File: config.mk
export PLATFORM = sky130hd
export DESIGN_NAME = rs_array_flat
export DESIGN_NICKNAME = d
export VERILOG_FILES = /design/src/rtl/rs_array_if.sv /design/src/rtl/rs_array.sv /design/src/flat_wrapper.sv
export SDC_FILE = /design/constraint.sdc
export NUM_CORES = 1
export LEC_CHECK = 0
export CAP_MARGIN = 20
export CORE_MARGIN = 8
export CORE_UTILIZATION = 35
export DETAILED_ROUTE_END_ITERATION = 16
export DONT_BUFFER_PORTS = 1
export SLEW_MARGIN = 20
export SYNTH_ARGS = -nofsm -noshare
export SYNTH_HDL_FRONTEND = slang
export SYNTH_SLANG_ARGS = --single-unit
File: constraint.sdc
create_clock -name clk -period 12.05 [get_ports clk]
set_clock_uncertainty 0.05 [all_clocks]
set_input_delay 2.41 -clock clk [delete_from_list [all_inputs] [get_ports clk]]
set_output_delay 2.41 -clock clk [all_outputs]
set_load 0.1 [all_outputs]
File: src/rtl/rs_array_if.sv
// rtl/rs_array_if.sv - issue, CDB, dispatch and completion bundle for the reservation station
interface rs_array_if #(
    parameter int ENTRIES = 4,
    parameter int DW      = 32,
    parameter int TAGW    = 4,
    parameter int OPW     = 3,
    parameter int IDXW    = $clog2(ENTRIES)
);
    logic                issue_valid;
    logic                issue_ready;
    logic [OPW-1:0]      issue_op;
    logic [DW-1:0]       issue_vj;
    logic [TAGW-1:0]     issue_qj;
    logic [DW-1:0]       issue_vk;
    logic [TAGW-1:0]     issue_qk;
    logic [IDXW-1:0]     issue_idx;

    logic                cdb_valid;
    logic [TAGW-1:0]     cdb_tag;
    logic [DW-1:0]       cdb_data;

    logic                disp_valid;
    logic                disp_ready;
    logic [OPW-1:0]      disp_op;
    logic [DW-1:0]       disp_vj;
    logic [DW-1:0]       disp_vk;
    logic [IDXW-1:0]     disp_idx;

    logic                done_valid;
    logic [IDXW-1:0]     done_idx;
    logic [ENTRIES-1:0]  busy;
    logic [IDXW:0]       busy_cnt;

    modport master (
        output issue_valid, issue_op, issue_vj, issue_qj, issue_vk, issue_qk,
        output cdb_valid, cdb_tag, cdb_data, disp_ready,
        input  issue_ready, issue_idx, disp_valid, disp_op, disp_vj, disp_vk, disp_idx,
        input  done_valid, done_idx, busy, busy_cnt
    );

    modport slave (
        input  issue_valid, issue_op, issue_vj, issue_qj, issue_vk, issue_qk,
        input  cdb_valid, cdb_tag, cdb_data, disp_ready,
        output issue_ready, issue_idx, disp_valid, disp_op, disp_vj, disp_vk, disp_idx,
        output done_valid, done_idx, busy, busy_cnt
    );
endinterface

File: src/rtl/rs_array.sv
// rtl/rs_array.sv - multi-entry Tomasulo reservation station with CDB snoop and execution countdown
module rs_array #(
    parameter int ENTRIES = 4,
    parameter int DW      = 32,
    parameter int TAGW    = 4,
    parameter int OPW     = 3,
    parameter int EXE_LAT = 2,
    parameter int IDXW    = $clog2(ENTRIES)
) (
    input  logic      clk,
    input  logic      rst,
    rs_array_if.slave io
);
    localparam logic [1:0] ST_FREE  = 2'd0;
    localparam logic [1:0] ST_WAIT  = 2'd1;
    localparam logic [1:0] ST_READY = 2'd2;
    localparam logic [1:0] ST_EXEC  = 2'd3;

    logic [1:0]      state_q [ENTRIES];
    logic [1:0]      state_d [ENTRIES];
    logic [OPW-1:0]  op_q    [ENTRIES];
    logic [OPW-1:0]  op_d    [ENTRIES];
    logic [DW-1:0]   vj_q    [ENTRIES];
    logic [DW-1:0]   vj_d    [ENTRIES];
    logic [DW-1:0]   vk_q    [ENTRIES];
    logic [DW-1:0]   vk_d    [ENTRIES];
    logic [TAGW-1:0] qj_q    [ENTRIES];
    logic [TAGW-1:0] qj_d    [ENTRIES];
    logic [TAGW-1:0] qk_q    [ENTRIES];
    logic [TAGW-1:0] qk_d    [ENTRIES];
    logic [3:0]      timer_q [ENTRIES];
    logic [3:0]      timer_d [ENTRIES];

    logic            done_valid_q;
    logic            done_valid_d;
    logic [IDXW-1:0] done_idx_q;
    logic [IDXW-1:0] done_idx_d;

    logic            free_found;
    logic [IDXW-1:0] free_idx;
    logic            rdy_found;
    logic [IDXW-1:0] rdy_idx;
    logic            issue_fire;
    logic            disp_fire;

    logic [DW-1:0]   cap_vj;
    logic [DW-1:0]   cap_vk;
    logic [TAGW-1:0] cap_qj;
    logic [TAGW-1:0] cap_qk;

    logic [ENTRIES-1:0] busy_vec;
    logic [IDXW:0]      busy_sum;

    // Lowest-index FREE entry takes the next issue; lowest-index READY entry dispatches.
    always_comb begin
        free_found = 1'b0;
        free_idx   = '0;
        rdy_found  = 1'b0;
        rdy_idx    = '0;
        for (int i = 0; i < ENTRIES; i++) begin
            if (!free_found && state_q[i] == ST_FREE) begin
                free_found = 1'b1;
                free_idx   = IDXW'(i);
            end
            if (!rdy_found && state_q[i] == ST_READY) begin
                rdy_found = 1'b1;
                rdy_idx   = IDXW'(i);
            end
        end
    end

    assign issue_fire = io.issue_valid && free_found;
    assign disp_fire  = rdy_found && io.disp_ready;

    // Operand capture at issue, including a same-cycle CDB bypass.
    always_comb begin
        cap_vj = io.issue_vj;
        cap_qj = '0;
        if (io.issue_qj != '0) begin
            if (io.cdb_valid && io.cdb_tag == io.issue_qj) begin
                cap_vj = io.cdb_data;
            end else begin
                cap_vj = '0;
                cap_qj = io.issue_qj;
            end
        end
        cap_vk = io.issue_vk;
        cap_qk = '0;
        if (io.issue_qk != '0) begin
            if (io.cdb_valid && io.cdb_tag == io.issue_qk) begin
                cap_vk = io.cdb_data;
            end else begin
                cap_vk = '0;
                cap_qk = io.issue_qk;
            end
        end
    end

    always_comb begin
        for (int i = 0; i < ENTRIES; i++) begin
            state_d[i] = state_q[i];
            op_d[i]    = op_q[i];
            vj_d[i]    = vj_q[i];
            vk_d[i]    = vk_q[i];
            qj_d[i]    = qj_q[i];
            qk_d[i]    = qk_q[i];
            timer_d[i] = timer_q[i];
            case (state_q[i])
                ST_FREE: begin
                    if (issue_fire && free_idx == IDXW'(i)) begin
                        op_d[i]    = io.issue_op;
                        vj_d[i]    = cap_vj;
                        vk_d[i]    = cap_vk;
                        qj_d[i]    = cap_qj;
                        qk_d[i]    = cap_qk;
                        state_d[i] = (cap_qj == '0 && cap_qk == '0) ? ST_READY : ST_WAIT;
                    end
                end
                ST_WAIT: begin
                    if (io.cdb_valid && qj_q[i] != '0 && qj_q[i] == io.cdb_tag) begin
                        vj_d[i] = io.cdb_data;
                        qj_d[i] = '0;
                    end
                    if (io.cdb_valid && qk_q[i] != '0 && qk_q[i] == io.cdb_tag) begin
                        vk_d[i] = io.cdb_data;
                        qk_d[i] = '0;
                    end
                    if (qj_d[i] == '0 && qk_d[i] == '0) begin
                        state_d[i] = ST_READY;
                    end
                end
                ST_READY: begin
                    if (disp_fire && rdy_idx == IDXW'(i)) begin
                        state_d[i] = ST_EXEC;
                        timer_d[i] = 4'(EXE_LAT);
                    end
                end
                default: begin
                    if (timer_q[i] == 4'd0) begin
                        state_d[i] = ST_FREE;
                        op_d[i]    = '0;
                        vj_d[i]    = '0;
                        vk_d[i]    = '0;
                        qj_d[i]    = '0;
                        qk_d[i]    = '0;
                    end else begin
                        timer_d[i] = timer_q[i] - 4'd1;
                    end
                end
            endcase
        end
    end

    // Completion is registered one edge ahead so it lines up with the timer==0 cycle.
    always_comb begin
        done_valid_d = 1'b0;
        done_idx_d   = '0;
        for (int i = 0; i < ENTRIES; i++) begin
            if (state_q[i] == ST_EXEC && timer_q[i] == 4'd1) begin
                done_valid_d = 1'b1;
                done_idx_d   = IDXW'(i);
            end
        end
    end

    always_comb begin
        busy_vec = '0;
        busy_sum = '0;
        for (int i = 0; i < ENTRIES; i++) begin
            busy_vec[i] = (state_q[i] != ST_FREE);
            busy_sum    = busy_sum + (IDXW+1)'(busy_vec[i]);
        end
    end

    always_ff @(posedge clk or posedge rst) begin
        if (rst) begin
            for (int i = 0; i < ENTRIES; i++) begin
                state_q[i] <= ST_FREE;
                op_q[i]    <= '0;
                vj_q[i]    <= '0;
                vk_q[i]    <= '0;
                qj_q[i]    <= '0;
                qk_q[i]    <= '0;
                timer_q[i] <= '0;
            end
            done_valid_q <= 1'b0;
            done_idx_q   <= '0;
        end else begin
            for (int i = 0; i < ENTRIES; i++) begin
                state_q[i] <= state_d[i];
                op_q[i]    <= op_d[i];
                vj_q[i]    <= vj_d[i];
                vk_q[i]    <= vk_d[i];
                qj_q[i]    <= qj_d[i];
                qk_q[i]    <= qk_d[i];
                timer_q[i] <= timer_d[i];
            end
            done_valid_q <= done_valid_d;
            done_idx_q   <= done_idx_d;
        end
    end

    assign io.issue_ready = free_found;
    assign io.issue_idx   = free_idx;
    assign io.disp_valid  = rdy_found;
    assign io.disp_op     = rdy_found ? op_q[rdy_idx] : '0;
    assign io.disp_vj     = rdy_found ? vj_q[rdy_idx] : '0;
    assign io.disp_vk     = rdy_found ? vk_q[rdy_idx] : '0;
    assign io.disp_idx    = rdy_idx;
    assign io.done_valid  = done_valid_q;
    assign io.done_idx    = done_idx_q;
    assign io.busy        = busy_vec;
    assign io.busy_cnt    = busy_sum;
endmodule

File: src/flat_wrapper.sv
// flat-port wrapper written by rule: the top's interface ports become plain ports
module rs_array_flat 
#(
    parameter int ENTRIES = 4,
    parameter int DW      = 32,
    parameter int TAGW    = 4,
    parameter int OPW     = 3,
    parameter int EXE_LAT = 2,
    parameter int IDXW    = $clog2(ENTRIES)
)
  (clk, rst, io_issue_valid, io_issue_op, io_issue_vj, io_issue_qj, io_issue_vk, io_issue_qk, io_cdb_valid, io_cdb_tag, io_cdb_data, io_disp_ready, io_issue_ready, io_issue_idx, io_disp_valid, io_disp_op, io_disp_vj, io_disp_vk, io_disp_idx, io_done_valid, io_done_idx, io_busy, io_busy_cnt);
  rs_array_if #(.ENTRIES(ENTRIES), .DW(DW), .TAGW(TAGW), .OPW(OPW), .IDXW(IDXW)) io_i ();
  input  logic clk;
  input  logic rst;
  input wire logic [$bits(io_i.issue_valid)-1:0] io_issue_valid;
  input wire logic [$bits(io_i.issue_op)-1:0] io_issue_op;
  input wire logic [$bits(io_i.issue_vj)-1:0] io_issue_vj;
  input wire logic [$bits(io_i.issue_qj)-1:0] io_issue_qj;
  input wire logic [$bits(io_i.issue_vk)-1:0] io_issue_vk;
  input wire logic [$bits(io_i.issue_qk)-1:0] io_issue_qk;
  input wire logic [$bits(io_i.cdb_valid)-1:0] io_cdb_valid;
  input wire logic [$bits(io_i.cdb_tag)-1:0] io_cdb_tag;
  input wire logic [$bits(io_i.cdb_data)-1:0] io_cdb_data;
  input wire logic [$bits(io_i.disp_ready)-1:0] io_disp_ready;
  output wire logic [$bits(io_i.issue_ready)-1:0] io_issue_ready;
  output wire logic [$bits(io_i.issue_idx)-1:0] io_issue_idx;
  output wire logic [$bits(io_i.disp_valid)-1:0] io_disp_valid;
  output wire logic [$bits(io_i.disp_op)-1:0] io_disp_op;
  output wire logic [$bits(io_i.disp_vj)-1:0] io_disp_vj;
  output wire logic [$bits(io_i.disp_vk)-1:0] io_disp_vk;
  output wire logic [$bits(io_i.disp_idx)-1:0] io_disp_idx;
  output wire logic [$bits(io_i.done_valid)-1:0] io_done_valid;
  output wire logic [$bits(io_i.done_idx)-1:0] io_done_idx;
  output wire logic [$bits(io_i.busy)-1:0] io_busy;
  output wire logic [$bits(io_i.busy_cnt)-1:0] io_busy_cnt;
  assign io_i.issue_valid = io_issue_valid;
  assign io_i.issue_op = io_issue_op;
  assign io_i.issue_vj = io_issue_vj;
  assign io_i.issue_qj = io_issue_qj;
  assign io_i.issue_vk = io_issue_vk;
  assign io_i.issue_qk = io_issue_qk;
  assign io_i.cdb_valid = io_cdb_valid;
  assign io_i.cdb_tag = io_cdb_tag;
  assign io_i.cdb_data = io_cdb_data;
  assign io_i.disp_ready = io_disp_ready;
  assign io_issue_ready = io_i.issue_ready;
  assign io_issue_idx = io_i.issue_idx;
  assign io_disp_valid = io_i.disp_valid;
  assign io_disp_op = io_i.disp_op;
  assign io_disp_vj = io_i.disp_vj;
  assign io_disp_vk = io_i.disp_vk;
  assign io_disp_idx = io_i.disp_idx;
  assign io_done_valid = io_i.done_valid;
  assign io_done_idx = io_i.done_idx;
  assign io_busy = io_i.busy;
  assign io_busy_cnt = io_i.busy_cnt;
  rs_array #(.ENTRIES(ENTRIES), .DW(DW), .TAGW(TAGW), .OPW(OPW), .EXE_LAT(EXE_LAT), .IDXW(IDXW)) u_core (.clk(clk), .rst(rst), .io(io_i));
endmodule
==> results of run 1 <==
==> state kept, by name, summed over array words and instances, names as in the netlist <==
signal / count
u_core.qk_q: 16
u_core.timer_q: 16
u_core.state_q: 8
u_core.vj_q: 128
u_core.qj_q: 16
u_core.io.done_idx: 2
u_core.op_q: 12
u_core.io.done_valid: 1
u_core.vk_q: 128
==> through the flow <==
stage | cell area, um2 | worst slack, ns | instances | hold slack (ns) | util [%]
after floorplan | 20350 | 0.5353 | 2030 | 0.3960 | -
after global placement | 20970 | 5.776 | 2650 | 0.4104 | 36.42
after detailed placement | 20970 | 5.719 | 2650 | 0.4187 | 36.42
after CTS | 22350 | 5.104 | 2720 | 0.4322 | 38.82
after global routing | 22360 | 4.935 | 2722 | 0.4492 | 38.83
final | 22360 | 5.116 | 2724 | 0.4306 | 38.84
==> final timing paths <==
| path | from | to |
|---|---|---|
| max | u_core.state_q[0]$_DFFE_PP0P_ | io_disp_vk[27] |
| min | u_core.vk_q[126]$_DFFE_PP0P_ | u_core.vk_q[126]$_DFFE_PP0P_ |
| max reg2reg | u_core.state_q[5]$_DFFE_PP0P_ | u_core.vk_q[59]$_DFFE_PP0P_ |
| min reg2reg | u_core.vk_q[126]$_DFFE_PP0P_ | u_core.vk_q[126]$_DFFE_PP0P_ |
| max in group asynchronous | rst | u_core.vk_q[86]$_DFFE_PP0P_ |
| min in group asynchronous | rst | u_core.vk_q[101]$_DFFE_PP0P_ |
==> placed cells by master, fill, tap and decap left out, types with 61 or more instances in the layout <==
cell,n
dfrtp_1,327
nand2_1,320
o21ai_0,159
a22oi_1,130
o21ai_1,91
mux2_2,82
mux2_4,81
a222oi_1,67
nor2_2,67
inv_1,61
==> kinds of logic after synthesis <==
| group | share of synthesized area [%] |
|---|---|
| AO/OA/AOI/OAI | 28.25 |
| XOR/XNOR | 1.629 |
| adder cells (fa/ha/maj) | 2.127 |
| buffers and inverters | 5.884 |
| flip-flops | 40.21 |
| multiplexers | 10.99 |
| AND/OR/NAND/NOR | 10.90 |
==> tightest hold or removal path: cells and delay by family (launching register included) <==
family	cells	cell delay (ns)
flops	1	0.34
simple gates	1	0.05
compound gates	1	0.06
==> synthesized netlist by cell type, types with 8 or more instances <==
master / count / area share [%]
xnor2_1: 30 / 1.3
clkbuf_1: 81 / 1.5
ha_1: 33 / 2.0
o21ai_0: 159 / 3.9
buf_4: 11 / 0.41
a21oi_1: 24 / 0.59
nor2_1: 109 / 2.0
a22oi_1: 130 / 4.8
or3_1: 8 / 0.25
o2bb2ai_1: 32 / 1.4
a32o_1: 32 / 1.6
a22o_1: 10 / 0.43
a222oi_1: 67 / 3.3
dfrtp_1: 327 / 40
o41ai_4: 30 / 4.1
mux2_2: 82 / 4.5
buf_1: 17 / 0.31
buf_2: 54 / 1.3
a2bb2oi_1: 31 / 1.3
nor3_1: 16 / 0.39
nand3_1: 12 / 0.30
nand2b_1: 8 / 0.25
nand2_1: 327 / 6.0
buf_6: 19 / 1.1
inv_1: 63 / 1.2
mux2_4: 81 / 6.0
o41ai_2: 33 / 2.6
o21ai_1: 91 / 2.2
==> metal layers <==
metal  vias up  wire (um)
li1       7328          -
met1      8598      30660
met2       788      34580
met3       139       6541
met4         8       2065
met5         -         49
==> area by class of cell <==
cell class                 instances  area [um2]
inverter                          66       257.7
clock buffer                      58        1170
tap                              765       957.2
clock inverter                    12       212.7
multi-input combinational       1454       11280
fill                            5564       35220
timing repair buffer              38       297.8
sequential                       327        8183
antenna                            4       10.01
==> metrics.txt, run 1 <==
status=completed; final worst-path cycle share=57.54%; CTS tree=built; GR peak layer=met2; endpoints failing setup=0; WL/cell=27.13 um; DRC Markers=0; critical path class=reg2out; Critical Path RT=9.59 ns; core area=0.05759 mm2; overflow left after global routing=0; Final Hold Violating Endpoints=0; vias in the first global route=16,940; worst hold-check path type=reg2reg; clock sinks=327; critical path cell sequence=inv_1, ha_1, a21oi_1, nor2_4, buf_4, buf_4, mux2_2, a222oi_1, nor2_2; min Tclk post-route=6.934 ns; nets=2,078; Rel. slew slack=22.64%; final WL=73,890 um; vias=16,860; Clock Root Buffer=clkbuf_16; CTS HTree Levels=2; Initial Util=35.34%; Yosys Warn Count=0; Top FF cell, synth=dfrtp_1; IO Pins=199; M3 GR Usage=5.510%; met2 usage=34.64%; Top cell by count, worst path=buf_4; DRT Pass-1 Iters=6; Buf/Inv on CP=3; P&R area growth vs syn=9.899%; first-pass GRT wire length=111,800 um; Yosys cell types=77; peak per-stage delay on the critical path=0.93 ns; Die X-Extent=257.1 um; largest net degree at the start of global routing=168; post_cts resized=0; syn nets=2,180; highest fanout seen on the critical path=36; M1 GR Usage=28.40%; setup bufs post-CTS=0; fmax=0.1442 GHz; Worst path depth=9; gp weighted congestion=0.8067; Total GRT Usage=21.66%; Die Area=0.06611 mm2; slowest CP cell=nor2_2; TNS Setup=0 ns; FP Rows=88; # hold bufs at CTS=0; asr flop ratio synth=100.0%; RSZ-0062 raised after global routing=false; number of buffers created by CTS=41; worst reg-to-reg setup slack=7.75 ns; share of layout cells above drive strength 1=22.35%; initial antenna violation count=6; Worst Reg2Reg Path Length in Cells=9; Max Transition Viols Final=0; startpoint class of the critical path=flip-flop; hold depth=2; CP delay by family, top=buffers and inverters; Post-Syn Area per Cell=10.02 um2; dpl hpwl=44,740 um; Die Y=257.1 um; flip-flop and latch count after synthesis=327; clock slew at reported path FFs=0.06 ns; I/O Buffers=0; sequential area share after synthesis=40.21%; Clock Latency Late Sink=0.56 ns; worst path arrival time=4.47 ns; CP endpoint kind=output pin; Bufs on Longest Clock Path=3; ANT nets after route=0; Vias/cell=6.190; post-synth design cell area=0.02035 mm2; Iter 0 DRT Violations=1,941; Slew @ Worst Pin=1.160 ns; Post-synth EDFFs=0; max_cap viols=0; Gate Count Post-Synth=2,030
Power of run 1 is not shown: default switching activity piles up to over one toggle a cycle in this logic, so the estimate is an artifact.
==> inputs of run 2 (changes only) <==
- clock period: 12.05 -> 7 ns (I/O delays scaled with it)
==> metrics.txt, run 2 (synthesis gave the netlist of run 1 again) <==
most frequent cells in the layout=327 x dfrtp_1, 320 x nand2_1, 159 x o21ai_0; DRC Markers=0 (unchanged); Iter 0 DRT Violations=2,324 (+20%); Clock Root Buffer=clkbuf_16; final WL=74,020 um (+0.17%); Largest regs=u_core.vj_q: 128 flops, u_core.vk_q: 128 flops; setup bufs post-CTS=0 (unchanged); post_cts resized=0 (unchanged); Rel. slew slack=22.11% (-0.53 points); worst reg-to-reg setup slack=2.80 ns (-4.95 ns); first-pass GRT wire length=112,100 um (+0.28%); Clock Latency Late Sink=0.56 ns (about the same); # hold bufs at CTS=0 (unchanged); largest net degree at the start of global routing=169 (+0.60%); DRT Pass-1 Iters=10 (+4); FP Rows=88 (unchanged); vias=16,870 (+0.036%); clock sinks=327 (unchanged); Vias/cell=6.181 (-0.15%); worst hold-check path type=reg2reg; highest fanout seen on the critical path=35 (-2.8%); status=completed; P&R area growth vs syn=10.37%; vias in the first global route=17,240 (+1.8%); gp weighted congestion=0.8205 (+1.7%); most common cell after layout, fill and taps aside=dfrtp_1; Max Transition Viols Final=0 (unchanged); core area=0.05759 mm2 (unchanged); Critical Path RT=5.55 ns (-4.04 ns); Final Hold Violating Endpoints=0 (unchanged); fmax=0.1766 GHz; startpoint class of the critical path=flip-flop; peak per-stage delay on the critical path=0.90 ns (-0.03 ns); endpoints failing setup=0 (unchanged); WL/cell=27.12 um (about the same); Slew @ Worst Pin=1.168 ns (+0.007970 ns); min Tclk post-route=5.661 ns; Bufs on Longest Clock Path=3 (unchanged); slowest CP cell=nor2_2; initial antenna violation count=7 (+1); Initial Util=35.34% (unchanged); critical path class=reg2out; CTS HTree Levels=2 (unchanged); Total GRT Usage=21.60% (-0.060 points); max_cap viols=0 (unchanged); Die Y=257.1 um (unchanged); I/O Buffers=0 (unchanged); clock slew at reported path FFs=0.06 ns (about the same); dpl hpwl=46,850 um (+4.7%); critical path cell sequence=inv_1, ha_1, nor2_1, a21boi_4, buf_4, a222oi_1, nor2_2; final worst-path cycle share=80.87%; IO Pins=199 (unchanged); fillcell total=5,582 (+0.32%); worst path arrival time=4.21 ns (-0.26 ns); TNS Setup=0 ns (unchanged); ANT nets after route=0 (unchanged); overflow left after global routing=0 (unchanged); Buf/Inv on CP=2 (-1); CTS tree=built; Die X-Extent=257.1 um (unchanged); CP delay by family, top=simple AND/OR/NAND/NOR gates; share of layout cells above drive strength 1=22.64% (+0.29 points); CP endpoint kind=output pin; number of buffers created by CTS=41 (unchanged); nets=2,080 (+0.096%); RSZ-0062 raised after global routing=false; Die Area=0.06611 mm2 (unchanged)
[run 2: cell count changes in the layout (fill, tap and decap cells not counted), moves of 2 or more]
cell,previous run,this run
clkinv_2,7,9
clkbuf_8,8,11
buf_12,1,5
buf_4,37,34
bufinv_16,6,3
clkbuf_16,41,43
[run 2: metal layers]
metal  share of wire [%]  track usage, %  wire length (um)
met5               0.062               0                46
met4                 2.8           7.243              2043
met3                 9.1           5.344              6759
met2                  46           33.97             33750
met1                  42           28.83             31430
[run 2: metrics by stage]
| step | cells | utilization (%) | area [um2] | setup WS [ns] | hold WS (ns) |
|---|---|---|---|---|---|
| 2_1_floorplan | 2030 | - | 20350 | 1.185 | 0.3960 |
| 3_3_place_gp | 2650 | 36.48 | 21010 | 1.986 | 0.4105 |
| 3_5_place_dp | 2650 | 36.48 | 21010 | 1.890 | 0.4207 |
| 4_1_cts | 2724 | 38.91 | 22410 | 1.290 | 0.4339 |
| 5_1_grt | 2727 | 38.99 | 22460 | 1.167 | 0.4471 |
| 6_report | 2729 | 39.00 | 22460 | 1.339 | 0.4320 |
[run 2: worst paths after layout]
check | from | cells past startpoint | to
setup reg to reg | u_core.state_q[7]$_DFFE_PP0P_ | 11 | u_core.vk_q[65]$_DFFE_PP0P_
min in group asynchronous | rst | 1 | u_core.vk_q[37]$_DFFE_PP0P_
setup / recovery | u_core.state_q[6]$_DFFE_PP0P_ | 7 | io_disp_vj[13]
hold reg to reg | u_core.vk_q[127]$_DFFE_PP0P_ | 2 | u_core.vk_q[127]$_DFFE_PP0P_
max in group asynchronous | rst | 3 | u_core.vk_q[53]$_DFFE_PP0P_
hold / removal | u_core.vk_q[127]$_DFFE_PP0P_ | 2 | u_core.vk_q[127]$_DFFE_PP0P_
[run 2: final cells by class]
cell class / count / area (um2) / area share, %
Sequential cell: 327 / 8183 / 36.43
Inverter: 66 / 254.0 / 1.131
Clock buffer: 62 / 1257 / 5.599
Timing Repair Buffer: 40 / 382.9 / 1.705
Clock inverter: 12 / 142.6 / 0.6351
Multi-Input combinational cell: 1454 / 11280 / 50.20
Antenna cell: 3 / 7.507 / 0.03342
Tap cell: 765 / 957.2 / 4.262
[run 2: tightest hold or removal path, stage by stage (launching register included)]
cell and delay [ns]:
dfrtp_1 0.34, nand2_1 0.05, o21ai_0 0.06
Power of run 2 is left out for the same reason.
